[config.mk]
export PLATFORM = sky130hd
export DESIGN_NAME = mod5_run_ctrl
export DESIGN_NICKNAME = d
export VERILOG_FILES = /design/src/rtl/mod5_pkg.sv /design/src/rtl/mod5_core.sv /design/src/rtl/mod5_run_ctrl.sv
export SDC_FILE = /design/constraint.sdc
export NUM_CORES = 1
export LEC_CHECK = 0
export BUFFER_PORTS_ARGS = -buffer_cell sky130_fd_sc_hd__buf_2
export CORE_AREA = 8 8 58 60
export CTS_CLUSTER_DIAMETER = 150
export DETAILED_ROUTE_END_ITERATION = 10
export DIE_AREA = 0 0 66 68
export PLACE_DENSITY = 0.62
export SYNTH_ARGS = -nofsm -noshare
export SYNTH_HDL_FRONTEND = slang
export SYNTH_SLANG_ARGS = --single-unit
[constraint.sdc]
create_clock -name clk -period 2.8 [get_ports clk]
set_input_delay 0.28 -clock clk [delete_from_list [all_inputs] [get_ports clk]]
set_output_delay 0.28 -clock clk [all_outputs]
set_load 0.01 [all_outputs]
[src/rtl/mod5_pkg.sv]
// Shared definitions for the mod-5 run controller: state encoding, counter
// modulus and width, and the modulo increment used by the counter core.
package mod5_pkg;

    localparam int MOD   = 5;
    localparam int CNT_W = 3;

    typedef enum logic [1:0] {
        ST_IDLE = 2'd0,
        ST_RUN  = 2'd1,
        ST_HOLD = 2'd2,
        ST_DONE = 2'd3
    } state_t;

    function automatic logic [CNT_W-1:0] mod_inc(input logic [CNT_W-1:0] v);
        logic [CNT_W-1:0] r;
        if (v == CNT_W'(MOD - 1)) begin
            r = '0;
        end else begin
            r = v + 1'b1;
        end
        return r;
    endfunction

endpackage

[src/rtl/mod5_core.sv]
// Mod-5 counter core: clears on clr, advances on en, and flags the 4->0 step
// so the controller can count completed wraps.
module mod5_core
    import mod5_pkg::*;
(
    input  logic             clk,
    input  logic             reset,
    input  logic             en,
    input  logic             clr,
    output logic [CNT_W-1:0] out,
    output logic             wrap
);

    logic [CNT_W-1:0] cnt_reg;
    logic [CNT_W-1:0] cnt_next;

    // clr wins over en so an abort or completion always lands on zero.
    always_comb begin
        cnt_next = cnt_reg;
        if (clr) begin
            cnt_next = '0;
        end else if (en) begin
            cnt_next = mod_inc(cnt_reg);
        end
    end

    always_ff @(posedge clk) begin
        if (reset) begin
            cnt_reg <= '0;
        end else begin
            cnt_reg <= cnt_next;
        end
    end

    assign out  = cnt_reg;
    assign wrap = en && (cnt_reg == CNT_W'(MOD - 1));

endmodule

[src/rtl/mod5_run_ctrl.sv]
// Run controller: counts a requested number of full 0..4 cycles with pause,
// abort and a one-cycle done pulse on normal completion.
module mod5_run_ctrl
    import mod5_pkg::*;
#(
    parameter int WRAP_W = 4
) (
    input  logic              clk,
    input  logic              reset,
    input  logic              start,
    input  logic [WRAP_W-1:0] wraps,
    input  logic              pause,
    input  logic              abort,
    output logic [2:0]        out,
    output logic              tc,
    output logic              busy,
    output logic              done,
    output logic [WRAP_W-1:0] wrap_cnt
);

    state_t            state_reg;
    state_t            state_next;
    logic [WRAP_W-1:0] target_reg;
    logic [WRAP_W-1:0] target_next;
    logic [WRAP_W-1:0] wrap_cnt_reg;
    logic [WRAP_W-1:0] wrap_cnt_next;
    logic [WRAP_W-1:0] wrap_cnt_inc;

    logic             core_en;
    logic             core_clr;
    logic             core_wrap;
    logic [CNT_W-1:0] core_out;

    mod5_core u_core (
        .clk   (clk),
        .reset (reset),
        .en    (core_en),
        .clr   (core_clr),
        .out   (core_out),
        .wrap  (core_wrap)
    );

    assign wrap_cnt_inc = wrap_cnt_reg + 1'b1;

    always_ff @(posedge clk) begin
        if (reset) begin
            state_reg    <= ST_IDLE;
            target_reg   <= '0;
            wrap_cnt_reg <= '0;
        end else begin
            state_reg    <= state_next;
            target_reg   <= target_next;
            wrap_cnt_reg <= wrap_cnt_next;
        end
    end

    always_comb begin
        state_next    = state_reg;
        target_next   = target_reg;
        wrap_cnt_next = wrap_cnt_reg;
        case (state_reg)
            ST_IDLE: begin
                if (start && (wraps != '0)) begin
                    state_next    = ST_RUN;
                    target_next   = wraps;
                    wrap_cnt_next = '0;
                end
            end
            ST_RUN: begin
                // abort beats pause, which beats wrap completion
                if (abort) begin
                    state_next = ST_IDLE;
                end else if (pause) begin
                    state_next = ST_HOLD;
                end else if (core_wrap) begin
                    wrap_cnt_next = wrap_cnt_inc;
                    if (wrap_cnt_inc == target_reg) begin
                        state_next = ST_DONE;
                    end
                end
            end
            ST_HOLD: begin
                if (abort) begin
                    state_next = ST_IDLE;
                end else if (!pause) begin
                    state_next = ST_RUN;
                end
            end
            ST_DONE: begin
                state_next = ST_IDLE;
            end
            default: begin
                state_next = ST_IDLE;
            end
        endcase
    end

    always_comb begin
        core_en  = 1'b0;
        core_clr = 1'b0;
        busy     = 1'b0;
        done     = 1'b0;
        tc       = 1'b0;
        case (state_reg)
            ST_IDLE: begin
                core_clr = 1'b1;
            end
            ST_RUN: begin
                busy     = 1'b1;
                tc       = (core_out == CNT_W'(MOD - 1));
                core_clr = abort;
                core_en  = !abort && !pause;
            end
            ST_HOLD: begin
                // leaving HOLD never advances: that is the resume bubble
                busy     = 1'b1;
                core_clr = abort;
            end
            ST_DONE: begin
                done     = 1'b1;
                core_clr = 1'b1;
            end
            default: begin
                core_clr = 1'b1;
            end
        endcase
    end

    assign out      = core_out;
    assign wrap_cnt = wrap_cnt_reg;

endmodule

# Yosys cells after proc, flatten, opt, wreduce, memory -nomap -nowiden
# Cells that the tools add are included.
dict set report classes {
  add_sub_neg 2
  n_mul 0
  div_mod_pow 0
  n_lt_le_gt_ge 0
  eq_ne 12
  n_shift 0
  muxes 19
  bitwise 0
  n_reduce_logical 14
}
# op count
set op_table {}
lappend op_table {{4-bit 2-to-1 mux} 4}
lappend op_table {{2-bit 2-to-1 mux} 7}
lappend op_table {{2-bit inequality test (second input constant)} 4}
lappend op_table {{4-bit inequality test (second input constant)} 2}
lappend op_table {{2-bit one-hot mux with 4 select lines} 1}
lappend op_table {{4-bit one-hot mux with 2 select lines} 1}
lappend op_table {{2-bit OR reduction} 3}
lappend op_table {{5-bit AND reduction} 1}
lappend op_table {{4-bit by 1-bit adder with 4-bit output (second input constant)} 1}
lappend op_table {{2-bit == test (second input constant)} 2}
lappend op_table {{4-bit == test} 1}
lappend op_table {{1-bit 2-to-1 mux} 4}
lappend op_table {{4-bit AND reduction} 1}
lappend op_table {{4-bit nonzero test} 1}
lappend op_table {{3-bit by 1-bit adder with 3-bit output (second input constant)} 1}
lappend op_table {{3-bit == test (second input constant)} 1}
lappend op_table {{1-bit logical AND} 3}
lappend op_table {{3-bit 2-to-1 mux} 1}
lappend op_table {{3-bit inequality test (second input constant)} 1}
lappend op_table {{2-bit by 1-bit == test with 1-bit output (second input constant)} 1}
lappend op_table {{1-bit logical NOT} 2}
lappend op_table {{2-bit logical NOT} 1}
lappend op_table {{1-bit one-hot mux with 2 select lines} 1}
lappend op_table {{2-bit AND reduction} 1}
lappend op_table {{2-bit nonzero test} 1}
dict set report totals {
  ff_bits 13
  latchBits 0
  mem_bits_rw 0
  rom_bits 0
  out_inout_bits 10
  wordCells 51
  n_memories 0
}

# Longest topological paths before layout
# Gate-level depths: netlist (run 1).
dict set report depth {
  ltp_word 8
  mapped_depth 6
}

# Modules after synthesis
# From an unflattened synthesis (run 1), not the netlist that was laid out.
dict set report unflattened {
  cells_unflattened 94
  area_unflattened_um2 848.3
}
# mod instances cells_each area_per_inst_um2 seq_area_each_um2
set modules_own_cells {}
lappend modules_own_cells {mod5_run_ctrl 1 77 678.2 200.2}
lappend modules_own_cells {mod5_core 1 17 170.2 60.1}

# Least setup slack after synthesis (run 1)
# OpenSTA, ideal clock, no wires.
dict set report synth_path {
  path_kind {reg2reg}
  start {register state_reg[1]}
  end {register wrap_cnt_reg[3], in the netlist wrap_cnt[3]}
  setup_ns 0.116
  arrival_ns 1.701
  t_required_ns 2.684
  path_slack_ns 0.982
  path_stages_with_launch 7
  path_cell_list {dfxtp_1 > inv_1 > ha_1 > nor3b_4 > a22oi_1 > a211o_2 > a31o_2}
}
dict set report synth_between {
  elab_chain_len 5
  word_cells_on_any_way 11
  classes_between {eq/ne (5); mux (2); reduce/logical (4)}
}
# element line
set synth_lines {}
lappend synth_lines {{start: declaration} mod5_run_ctrl.sv:21} ;# state_t state_reg;
lappend synth_lines {{start signal: assignment} mod5_run_ctrl.sv:51} ;# state_reg <= state_next;
lappend synth_lines {{2-bit by 1-bit == test with 1-bit output} {mod5_run_ctrl.sv:61, mod5_run_ctrl.sv:104}}
lappend synth_lines {{1-bit 2-to-1 mux} mod5_run_ctrl.sv:104} ;# case (state_reg)
lappend synth_lines {{1-bit logical AND} mod5_core.sv:36} ;# assign wrap = en && (cnt_reg == CNT_W'(MOD - 1));
lappend synth_lines {{2-bit inequality test (no line)} n/a}
lappend synth_lines {{5-bit AND reduction (no line)} n/a}
lappend synth_lines {{end signal: assignment} mod5_run_ctrl.sv:53} ;# wrap_cnt_reg <= wrap_cnt_next;
lappend synth_lines {{end: declaration} mod5_run_ctrl.sv:25} ;# logic [WRAP_W-1:0] wrap_cnt_reg;
# Parallel ways exist; a longest one is shown, timed or not.
# A chain may end at the register's enable or synchronous reset.

# Worst setup path after layout (run 1)
# Ends and elaborated chain as after synthesis.

==> flow_summary.html, run 1 <==
<table>
<tr><th>Metric</th><th>Value</th></tr>
<tr><th colspan="2">Setup path</th></tr>
<tr><td>Critical R2R Launch</td><td>state_reg[1]</td></tr>
<tr><td>CP max-delay cell</td><td>sky130_fd_sc_hd__nor3b_4</td></tr>
<tr><td>Critical Path RT</td><td>a little under 3 ns</td></tr>
<tr><td>Largest incremental delay on the critical path</td><td>roughly 0.44 ns</td></tr>
<tr><td>Cells along the critical path</td><td>inv_1 &gt; ha_1 &gt; nor3b_4 &gt; a22oi_1 &gt; a211o_2 &gt; a31o_2</td></tr>
<tr><td>Logic depth of the worst register-to-register path</td><td>6</td></tr>
<tr><td>Flop-to-flop setup slack</td><td>approximately 0.7 ns</td></tr>
<tr><td>Max FO, Critical Path</td><td>10</td></tr>
<tr><td>Data arrival time of the critical path</td><td>between 2 and 2.5 ns</td></tr>
<tr><td>Class of the most critical setup path</td><td>reg -&gt; reg</td></tr>
<tr><td>Category of the worst setup path capture point</td><td>flop</td></tr>
<tr><td>Nature of the critical path startpoint</td><td>flop</td></tr>
<tr><td>Endpoint of the worst-slack reg-to-reg timing path</td><td>wrap_cnt[3]</td></tr>
<tr><th colspan="2">STA</th></tr>
<tr><td>Maximum clock rate</td><td>479 MHz</td></tr>
<tr><td>Setup violation total in the final timing report</td><td>0</td></tr>
<tr><td>Share of the cycle needed by the critical path after routing</td><td>~75%</td></tr>
<tr><td>Transition at the pin with the smallest max-transition slack</td><td>0.414 ns</td></tr>
<tr><td>Worst hold slack after final layout</td><td>between 0.2 and 0.3 ns</td></tr>
<tr><td>Final worst path period need</td><td>roughly 2.1 ns</td></tr>
<tr><td>Setup clock skew after layout</td><td>0.000950 ns</td></tr>
<tr><td>Count of endpoints failing hold in the final timing report</td><td>0</td></tr>
<tr><td>Setup repair after global routing missed its margin</td><td>false</td></tr>
<tr><td>Post-route setup TNS</td><td>0 ns</td></tr>
<tr><td>Relative slew slack</td><td>72.4%</td></tr>
<tr><td>Final Max Tran Viols</td><td>0</td></tr>
<tr><th colspan="2">Global route</th></tr>
<tr><td>Via count of the first global-routing pass</td><td>a little over 700</td></tr>
<tr><td>Wire length of the first global-routing pass</td><td>approximately 3 mm</td></tr>
<tr><td>Gr usage total</td><td>~9.0%</td></tr>
<tr><td>Number of antenna violations at the first check in global routing</td><td>0</td></tr>
<tr><td>Maximum number of pins on one net before global-route repair</td><td>11</td></tr>
<tr><td>Global route total overflow</td><td>0</td></tr>
<tr><th colspan="2">Synthesis</th></tr>
<tr><td>Net Count, Synth</td><td>110</td></tr>
<tr><td>Proportion of register bits with asynchronous set or reset after synthesis</td><td>0%</td></tr>
<tr><td>Largest cells by area after synthesis</td><td>sky130_fd_sc_hd__dfxtp_1, sky130_fd_sc_hd__ha_1, sky130_fd_sc_hd__a21oi_1</td></tr>
<tr><td>Number of library cell types mapped by synthesis</td><td>32</td></tr>
<tr><td>Synth Warn #</td><td>0</td></tr>
<tr><td>EDFF count, synth</td><td>0</td></tr>
<tr><td>Main flop type after synthesis</td><td>sky130_fd_sc_hd__dfxtp_1</td></tr>
<tr><td>Top cell type's share of synthesized area</td><td>around a third</td></tr>
<tr><td>Yosys reg bits</td><td>13</td></tr>
<tr><td>Register area share after synthesis</td><td>33.0%</td></tr>
<tr><td>Post-Synthesis Mean Instance Area</td><td>around 8.5 um^2</td></tr>
<tr><td>Cell type with the largest total area after synthesis</td><td>sky130_fd_sc_hd__dfxtp_1</td></tr>
<tr><td>Post-synthesis instance area</td><td>between 700 and 800 um^2</td></tr>
<tr><td>Number of instances in the synthesized netlist</td><td>93</td></tr>
<tr><th colspan="2">Run status</th></tr>
<tr><td>Run status</td><td>finished clean</td></tr>
<tr><th colspan="2">CTS</th></tr>
<tr><td>Clock tree from TritonCTS</td><td>yes</td></tr>
<tr><td>Buffers inserted by post-CTS timing repair</td><td>0</td></tr>
<tr><td>Maximum count of clock buffers along a single path</td><td>2</td></tr>
<tr><td>CTS buffer count</td><td>3</td></tr>
<tr><td>Buffer cell driving the clock tree root</td><td>sky130_fd_sc_hd__clkbuf_4</td></tr>
<tr><td>Source-to-sink clock delay at the later pin of the worst-skew pair</td><td>approximately 0.28 ns</td></tr>
<tr><td>Total of hold buffers inserted after clock tree synthesis</td><td>0</td></tr>
<tr><td>Number of sinks driven by the clock tree</td><td>13</td></tr>
<tr><td>Clock slew at the register clock pins of the worst setup and hold paths</td><td>approximately 0.08 ns</td></tr>
<tr><td>Post-CTS sizing</td><td>0</td></tr>
<tr><td>Level count of the clock H-tree</td><td>1</td></tr>
<tr><th colspan="2">Placement</th></tr>
<tr><td>Half-perimeter wire length after placement</td><td>between 1 and 1.5 mm</td></tr>
<tr><td>Final GP Congestion</td><td>roughly 0.84</td></tr>
<tr><td>Port Buf Inserts</td><td>18</td></tr>
<tr><th colspan="2">Worst hold path</th></tr>
<tr><td>Hold Path Sink</td><td>target_reg[3]</td></tr>
<tr><td>Worst hold path stage count</td><td>3</td></tr>
<tr><td>Hold Path Class</td><td>in -&gt; reg</td></tr>
<tr><td>Start point of the worst hold path</td><td>wraps[3]</td></tr>
<tr><th colspan="2">Drt</th></tr>
<tr><td>Wire per inst</td><td>12.2 um</td></tr>
<tr><td>Vias per std cell</td><td>5.01</td></tr>
<tr><td>Detailed Route Iter0 Violations</td><td>35</td></tr>
<tr><td>Routed vias</td><td>between 700 and 800</td></tr>
<tr><td>Number of nets with antenna violations after routing</td><td>0</td></tr>
<tr><td>Number of detailed-routing iterations run before antenna repair</td><td>2</td></tr>
<tr><td>DRC Markers</td><td>0</td></tr>
<tr><td>Total wirelength of the detailed-routed design</td><td>around 1.8 mm</td></tr>
<tr><th colspan="2">Die</th></tr>
<tr><td>Boundary pin count</td><td>19</td></tr>
<tr><td>Effective utilization at floorplan</td><td>a little under a third</td></tr>
<tr><td>Vertical extent of the die</td><td>a little under 70 um</td></tr>
<tr><td>Total Die Area</td><td>between 4000 and 5000 um^2</td></tr>
<tr><td>Floorplan die width</td><td>66 um</td></tr>
<tr><td>Total core area</td><td>2570 um^2</td></tr>
<tr><td>Row count</td><td>19</td></tr>
<tr><th colspan="2">Power and ir drop</th></tr>
<tr><td>P_leak</td><td>0.412 nW</td></tr>
<tr><td>Worst IR Drop VDD</td><td>about 220 uV</td></tr>
<tr><td>Power per Cell Area</td><td>approximately 470 nW/um^2</td></tr>
<tr><th colspan="2">Cells and area</th></tr>
<tr><td>Number of nets in the layout</td><td>roughly 130</td></tr>
<tr><td>Sequential cell area</td><td>260 um^2</td></tr>
<tr><td>Layout-stage area growth over the synthesis result</td><td>19.2%</td></tr>
<tr><td>Fill cell count</td><td>~290</td></tr>
<tr><td>Fraction of layout instances using a drive strength above 1</td><td>about 22%</td></tr>
<tr><td>Area taken by multi-input logic gates</td><td>494 um^2</td></tr>
<tr><td>Antenna Diode Count</td><td>0</td></tr>
<tr><th colspan="2">Run</th></tr>
<tr><td>Max-cap check violation count</td><td>0</td></tr>
</table>
worst max path at each step:
stage	end	cells after the start	slack, ns	start
global route	wrap_cnt[2]	6	0.53	state_reg[1]
global placement	wrap_cnt[3]	6	0.83	state_reg[1]
finish	wrap_cnt[3]	6	0.71	state_reg[1]
detailed placement	wrap_cnt[3]	6	0.74	state_reg[1]
CTS	wrap_cnt[3]	6	0.71	state_reg[1]
floorplan	wrap_cnt[3]	6	0.98	state_reg[1]
Yosys cell counts, types with 2 or more instances:
cell and count:
sky130_fd_sc_hd__nand3_1 6, sky130_fd_sc_hd__a21oi_1 9, sky130_fd_sc_hd__xor2_1 2, sky130_fd_sc_hd__nand2_1 7, sky130_fd_sc_hd__nor2_1 10, sky130_fd_sc_hd__ha_1 8
sky130_fd_sc_hd__o31ai_1 2, sky130_fd_sc_hd__xnor2_1 4, sky130_fd_sc_hd__o21ai_0 2, sky130_fd_sc_hd__dfxtp_1 13, sky130_fd_sc_hd__inv_1 8, sky130_fd_sc_hd__nand3b_1 2
power breakdown:
part	switching (mW)	internal (mW)	total (mW)
Clock	0.0618	0.0554	0.117
Combinational	0.0691	0.0482	0.117
Sequential	0.00876	0.195	0.203
worst max-delay path, delay by kind of cell, from the launching register on:
family | cells | cell delay (ns)
compound gates | 3 | 0.79
fa+ha+maj | 1 | 0.29
buf+inv | 1 | 0.11
flops | 1 | 0.35
simple gates | 1 | 0.44
layout make-up:
| class | count | area share [%] |
|---|---|---|
| Tap cell | 31 | 4.13 |
| Multi-Input combinational cell | 71 | 52.6 |
| Clock buffer | 4 | 2.80 |
| Timing Repair Buffer | 18 | 9.59 |
| Inverter | 8 | 3.20 |
| Sequential cell | 13 | 27.7 |
through the flow:
stage               util, %  cells  instance area [um^2]  setup WS [ns]  total power [mW]
global placement       35.6    141                   913          0.831             0.322
floorplan                 -     93                   788          0.982             0.293
CTS                    36.6    145                   940          0.708             0.444
finish                 36.6    145                   940          0.712             0.438
global route           36.6    145                   940          0.535             0.474
detailed placement     35.6    141                   913          0.739             0.324
cell families after synthesis:
logic type,after synthesis,synth area share (%)
XOR/XNOR,6,6.67
AND/OR/NAND/NOR,32,21.4
flip-flops,13,33.0
AO/OA/AOI/OAI,25,21.9
buffers and inverters,9,4.29
adder cells (fa/ha/maj),8,12.7
metal layers:
layer	wire, um	global-route usage (%)
met5	0	0
met4	53	8.80
met3	83	2.13
met2	830	14.4
met1	797	9.61
placed cells by master (no fill, tap or decap), types with 2 or more instances in the layout:
| cell type | synthesis | final |
|---|---|---|
| sky130_fd_sc_hd__xor2_1 | 2 | 2 |
| sky130_fd_sc_hd__ha_1 | 8 | 8 |
| sky130_fd_sc_hd__a21oi_1 | 9 | 9 |
| sky130_fd_sc_hd__inv_1 | 8 | 8 |
| sky130_fd_sc_hd__dfxtp_1 | 13 | 13 |
| sky130_fd_sc_hd__nand2_1 | 7 | 7 |
| sky130_fd_sc_hd__nand3b_1 | 2 | 2 |
| sky130_fd_sc_hd__buf_2 | 0 | 18 |
| sky130_fd_sc_hd__xnor2_1 | 4 | 4 |
| sky130_fd_sc_hd__o31ai_1 | 2 | 2 |
| sky130_fd_sc_hd__nor2_1 | 10 | 10 |
| sky130_fd_sc_hd__clkbuf_4 | 0 | 3 |
| sky130_fd_sc_hd__o21ai_0 | 2 | 2 |
| sky130_fd_sc_hd__nand3_1 | 6 | 6 |
Note: power is estimated with default switching activity, not from simulation.
==> inputs of run 2 (changes only) <==
--- a/config.mk
+++ b/config.mk
@@ -10,7 +10,7 @@
 export CTS_CLUSTER_DIAMETER = 150
 export DETAILED_ROUTE_END_ITERATION = 10
 export DIE_AREA = 0 0 66 68
-export PLACE_DENSITY = 0.62
+export PLACE_DENSITY = 0.63
 export SYNTH_ARGS = -nofsm -noshare
 export SYNTH_HDL_FRONTEND = slang
 export SYNTH_SLANG_ARGS = --single-unit
==> constraint.sdc (replaced) <==
create_clock -name clk -period 1.7 [get_ports clk]
set_input_delay 0.17 -clock clk [delete_from_list [all_inputs] [get_ports clk]]
set_output_delay 0.17 -clock clk [all_outputs]
set_load 0.01 [all_outputs]
==> run 2 against run 1 <==
Clock power increased by 64%. Hold slack got worse by 0.10 ns. Sequential share of layout area decreased by 2.1 points. Non-clock buffer count increased by 7. Worst setup slack got worse by 0.62 ns. Clock skew about the same. Combinational power increased by 110%. Utilization increased by 3.3 points. First-iteration DRC count decreased by 54%. Via count increased by 3.4%. Maximum frequency increased by 30%. Die area unchanged.
==> flow_summary.html, run 2 (synthesis gave the netlist of run 1 again) <==
<table>
<tr><th>Metric</th><th>Value</th></tr>
<tr><th colspan="2">CTS</th></tr>
<tr><td>CTS buffer count</td><td>3 (unchanged)</td></tr>
<tr><td>Source-to-sink clock delay at the later pin of the worst-skew pair</td><td>0.28 ns (about the same)</td></tr>
<tr><td>Clock tree from TritonCTS</td><td>yes</td></tr>
<tr><td>Maximum count of clock buffers along a single path</td><td>2 (unchanged)</td></tr>
<tr><td>Level count of the clock H-tree</td><td>1 (unchanged)</td></tr>
<tr><td>Buffer cell driving the clock tree root</td><td>sky130_fd_sc_hd__clkbuf_4</td></tr>
<tr><td>Clock slew at the register clock pins of the worst setup and hold paths</td><td>0.08 ns (about the same)</td></tr>
<tr><td>Number of sinks driven by the clock tree</td><td>13 (unchanged)</td></tr>
<tr><td>Total of hold buffers inserted after clock tree synthesis</td><td>0 (unchanged)</td></tr>
<tr><th colspan="2">Cells and area</th></tr>
<tr><td>Non-filler cells, final</td><td>152 (+4.8%)</td></tr>
<tr><td>Layout-stage area growth over the synthesis result</td><td>29.8%</td></tr>
<tr><td>Highest-count cells in the layout ignoring fill and taps</td><td>sky130_fd_sc_hd__buf_2, sky130_fd_sc_hd__dfxtp_1, sky130_fd_sc_hd__nor2_1</td></tr>
<tr><td>Number of nets in the layout</td><td>139 (+5.3%)</td></tr>
<tr><td>Sequential cell area</td><td>262 um^2 (+0.48%)</td></tr>
<tr><td>Area taken by multi-input logic gates</td><td>524 um^2 (+6.1%)</td></tr>
<tr><td>Fill cell count</td><td>272 (-4.9%)</td></tr>
<tr><td>Post-route cell area</td><td>1020 um^2 (+8.9%)</td></tr>
<tr><td>Most common cell after layout, fill and taps aside</td><td>sky130_fd_sc_hd__buf_2</td></tr>
<tr><td>Fraction of layout instances using a drive strength above 1</td><td>32.2% (+10 points)</td></tr>
<tr><td>Antenna Diode Count</td><td>0 (unchanged)</td></tr>
<tr><th colspan="2">Die</th></tr>
<tr><td>Boundary pin count</td><td>19 (unchanged)</td></tr>
<tr><td>Effective utilization at floorplan</td><td>30.7% (unchanged)</td></tr>
<tr><td>Row count</td><td>19 (unchanged)</td></tr>
<tr><td>Floorplan die width</td><td>66 um (unchanged)</td></tr>
<tr><td>Vertical extent of the die</td><td>68 um (unchanged)</td></tr>
<tr><td>Total core area</td><td>2570 um^2 (unchanged)</td></tr>
<tr><td>Total Die Area</td><td>4490 um^2 (unchanged)</td></tr>
<tr><th colspan="2">STA</th></tr>
<tr><td>Share of the cycle needed by the critical path after routing</td><td>94.4% (+20 points)</td></tr>
<tr><td>Setup clock skew after layout</td><td>0.00145 ns (+0.000496 ns)</td></tr>
<tr><td>Count of endpoints failing hold in the final timing report</td><td>0 (unchanged)</td></tr>
<tr><td>Setup violation total in the final timing report</td><td>0 (unchanged)</td></tr>
<tr><td>Transition at the pin with the smallest max-transition slack</td><td>0.335 ns (-0.0789 ns)</td></tr>
<tr><td>Relative slew slack</td><td>77.6% (+5.2 points)</td></tr>
<tr><td>Final worst path period need</td><td>1.61 ns (-0.483 ns)</td></tr>
<tr><td>Setup repair after global routing missed its margin</td><td>false</td></tr>
<tr><td>Final Max Tran Viols</td><td>0 (unchanged)</td></tr>
<tr><td>Maximum clock rate</td><td>623 MHz (+30%)</td></tr>
<tr><td>Post-route setup TNS</td><td>0 ns (unchanged)</td></tr>
<tr><th colspan="2">Placement</th></tr>
<tr><td>Dpl cells</td><td>147 (+4.3%)</td></tr>
<tr><td>Final GP Congestion</td><td>0.749 (-11%)</td></tr>
<tr><td>Port Buf Inserts</td><td>18 (unchanged)</td></tr>
<tr><td>Half-perimeter wire length after placement</td><td>1.62 mm (+17%)</td></tr>
<tr><td>Post-place instance area</td><td>982 um^2 (+7.5%)</td></tr>
<tr><th colspan="2">Global route</th></tr>
<tr><td>Via count of the first global-routing pass</td><td>825 (+15%)</td></tr>
<tr><td>Maximum number of pins on one net before global-route repair</td><td>11 (unchanged)</td></tr>
<tr><td>Gr usage total</td><td>9.48% (+0.48 points)</td></tr>
<tr><td>Global route total overflow</td><td>0 (unchanged)</td></tr>
<tr><td>Number of antenna violations at the first check in global routing</td><td>0 (unchanged)</td></tr>
<tr><td>Wire length of the first global-routing pass</td><td>3.46 mm (+13%)</td></tr>
<tr><th colspan="2">Run status</th></tr>
<tr><td>Run status</td><td>finished clean</td></tr>
<tr><th colspan="2">Drt</th></tr>
<tr><td>Vias per std cell</td><td>4.95 (-1.3%)</td></tr>
<tr><td>Total wirelength of the detailed-routed design</td><td>1.99 mm (+13%)</td></tr>
<tr><td>Detailed Route Iter0 Violations</td><td>16 (-54%)</td></tr>
<tr><td>DRC Markers</td><td>0 (unchanged)</td></tr>
<tr><td>Number of nets with antenna violations after routing</td><td>0 (unchanged)</td></tr>
<tr><td>Routed vias</td><td>752 (+3.4%)</td></tr>
<tr><td>Wire per inst</td><td>13.1 um (+7.7%)</td></tr>
<tr><td>Number of detailed-routing iterations run before antenna repair</td><td>3 (+1)</td></tr>
<tr><th colspan="2">Setup path</th></tr>
<tr><td>Category of the worst setup path capture point</td><td>flop</td></tr>
<tr><td>Cells along the critical path</td><td>inv_2 &gt; ha_4 &gt; nor3b_4 &gt; buf_4 &gt; buf_4 &gt; a211o_1 &gt; o221ai_1 &gt; a31oi_1</td></tr>
<tr><td>CP max-delay cell</td><td>sky130_fd_sc_hd__dfxtp_1</td></tr>
<tr><td>Nature of the critical path startpoint</td><td>flop</td></tr>
<tr><td>Critical Path RT</td><td>1.86 ns (-1.12 ns)</td></tr>
<tr><td>Class of the most critical setup path</td><td>reg -&gt; reg</td></tr>
<tr><td>Data arrival time of the critical path</td><td>1.77 ns (-0.50 ns)</td></tr>
<tr><td>Largest incremental delay on the critical path</td><td>0.35 ns (-0.09 ns)</td></tr>
<tr><td>Max FO, Critical Path</td><td>7 (-3)</td></tr>
<tr><td>Most numerous cell on the critical path</td><td>sky130_fd_sc_hd__buf_4</td></tr>
<tr><th colspan="2">Power and ir drop</th></tr>
<tr><td>Power per Cell Area</td><td>755 nW/um^2 (+62%)</td></tr>
<tr><td>Worst IR Drop VDD</td><td>400 uV (+81%)</td></tr>
<tr><td>P_leak</td><td>0.451 nW (+9.5%)</td></tr>
<tr><td>Total power of the final layout</td><td>0.773 mW (+76%)</td></tr>
<tr><th colspan="2">Worst hold path</th></tr>
<tr><td>Hold Path Class</td><td>in -&gt; reg</td></tr>
<tr><th colspan="2">Run</th></tr>
<tr><td>Max-cap check violation count</td><td>0 (unchanged)</td></tr>
</table>
## run 2: through the flow
step | setup slack (ns) | hold WS (ns) | util [%]
6_report | 0.0944 | 0.151 | 39.9
5_1_grt | 0.0115 | 0.155 | 39.9
4_1_cts | 0.00367 | 0.151 | 39.3
3_5_place_dp | 0.0463 | 0.448 | 38.3
3_3_place_gp | 0.0889 | 0.446 | 38.3
2_1_floorplan | 0.00337 | 0.317 | -
## run 2: worst paths after layout
check                  end  slack [ns]          start  cells past startpoint
min          target_reg[3]        0.15       wraps[3]                      3
min reg2reg  target_reg[3]        0.48  target_reg[3]                      2
max reg2reg   state_reg[0]        0.09   state_reg[1]                      8
max           state_reg[0]        0.09   state_reg[1]                      8
## run 2: area by class of cell
| type | instances | share of cell area (%) |
|---|---|---|
| Sequential cell | 13 | 25.6 |
| Multi-Input combinational cell | 71 | 51.2 |
| Tap cell | 31 | 3.79 |
| Inverter | 8 | 2.93 |
| Timing Repair Buffer | 25 | 13.9 |
| Clock buffer | 4 | 2.57 |
## run 2: repair_timing
action / in CTS / in global routing
setup buffers: 0 / 1
gates resized for setup: 0 / 3
endpoints found under the setup margin: 0 / 3
hold endpoints to repair: 0 / 0
## run 2: layer usage
layer / global-route usage [%] / wire length, um / vias up / part of all wire [%]
met5: 0 / 0 / - / 0
met2: 17.7 / 961 / 17 / 48
met1: 9.92 / 870 / 343 / 44
li1: - / - / 392 / -
met4: 0.800 / 0 / 0 / 0
met3: 4.42 / 160 / 0 / 8.0
## run 2: worst max-delay path: cells and delay by family (launching register included)
kind                     cells  cell delay, ns
adder cells (fa/ha/maj)      1            0.18
AO/OA/AOI/OAI                3            0.46
flip-flops                   1            0.35
buffers and inverters        3            0.33
AND/OR/NAND/NOR              1            0.16
## run 2: where the power goes
part	internal, mW	switching (mW)
Combinational	0.112	0.131
Clock	0.0911	0.101
Sequential	0.322	0.0157
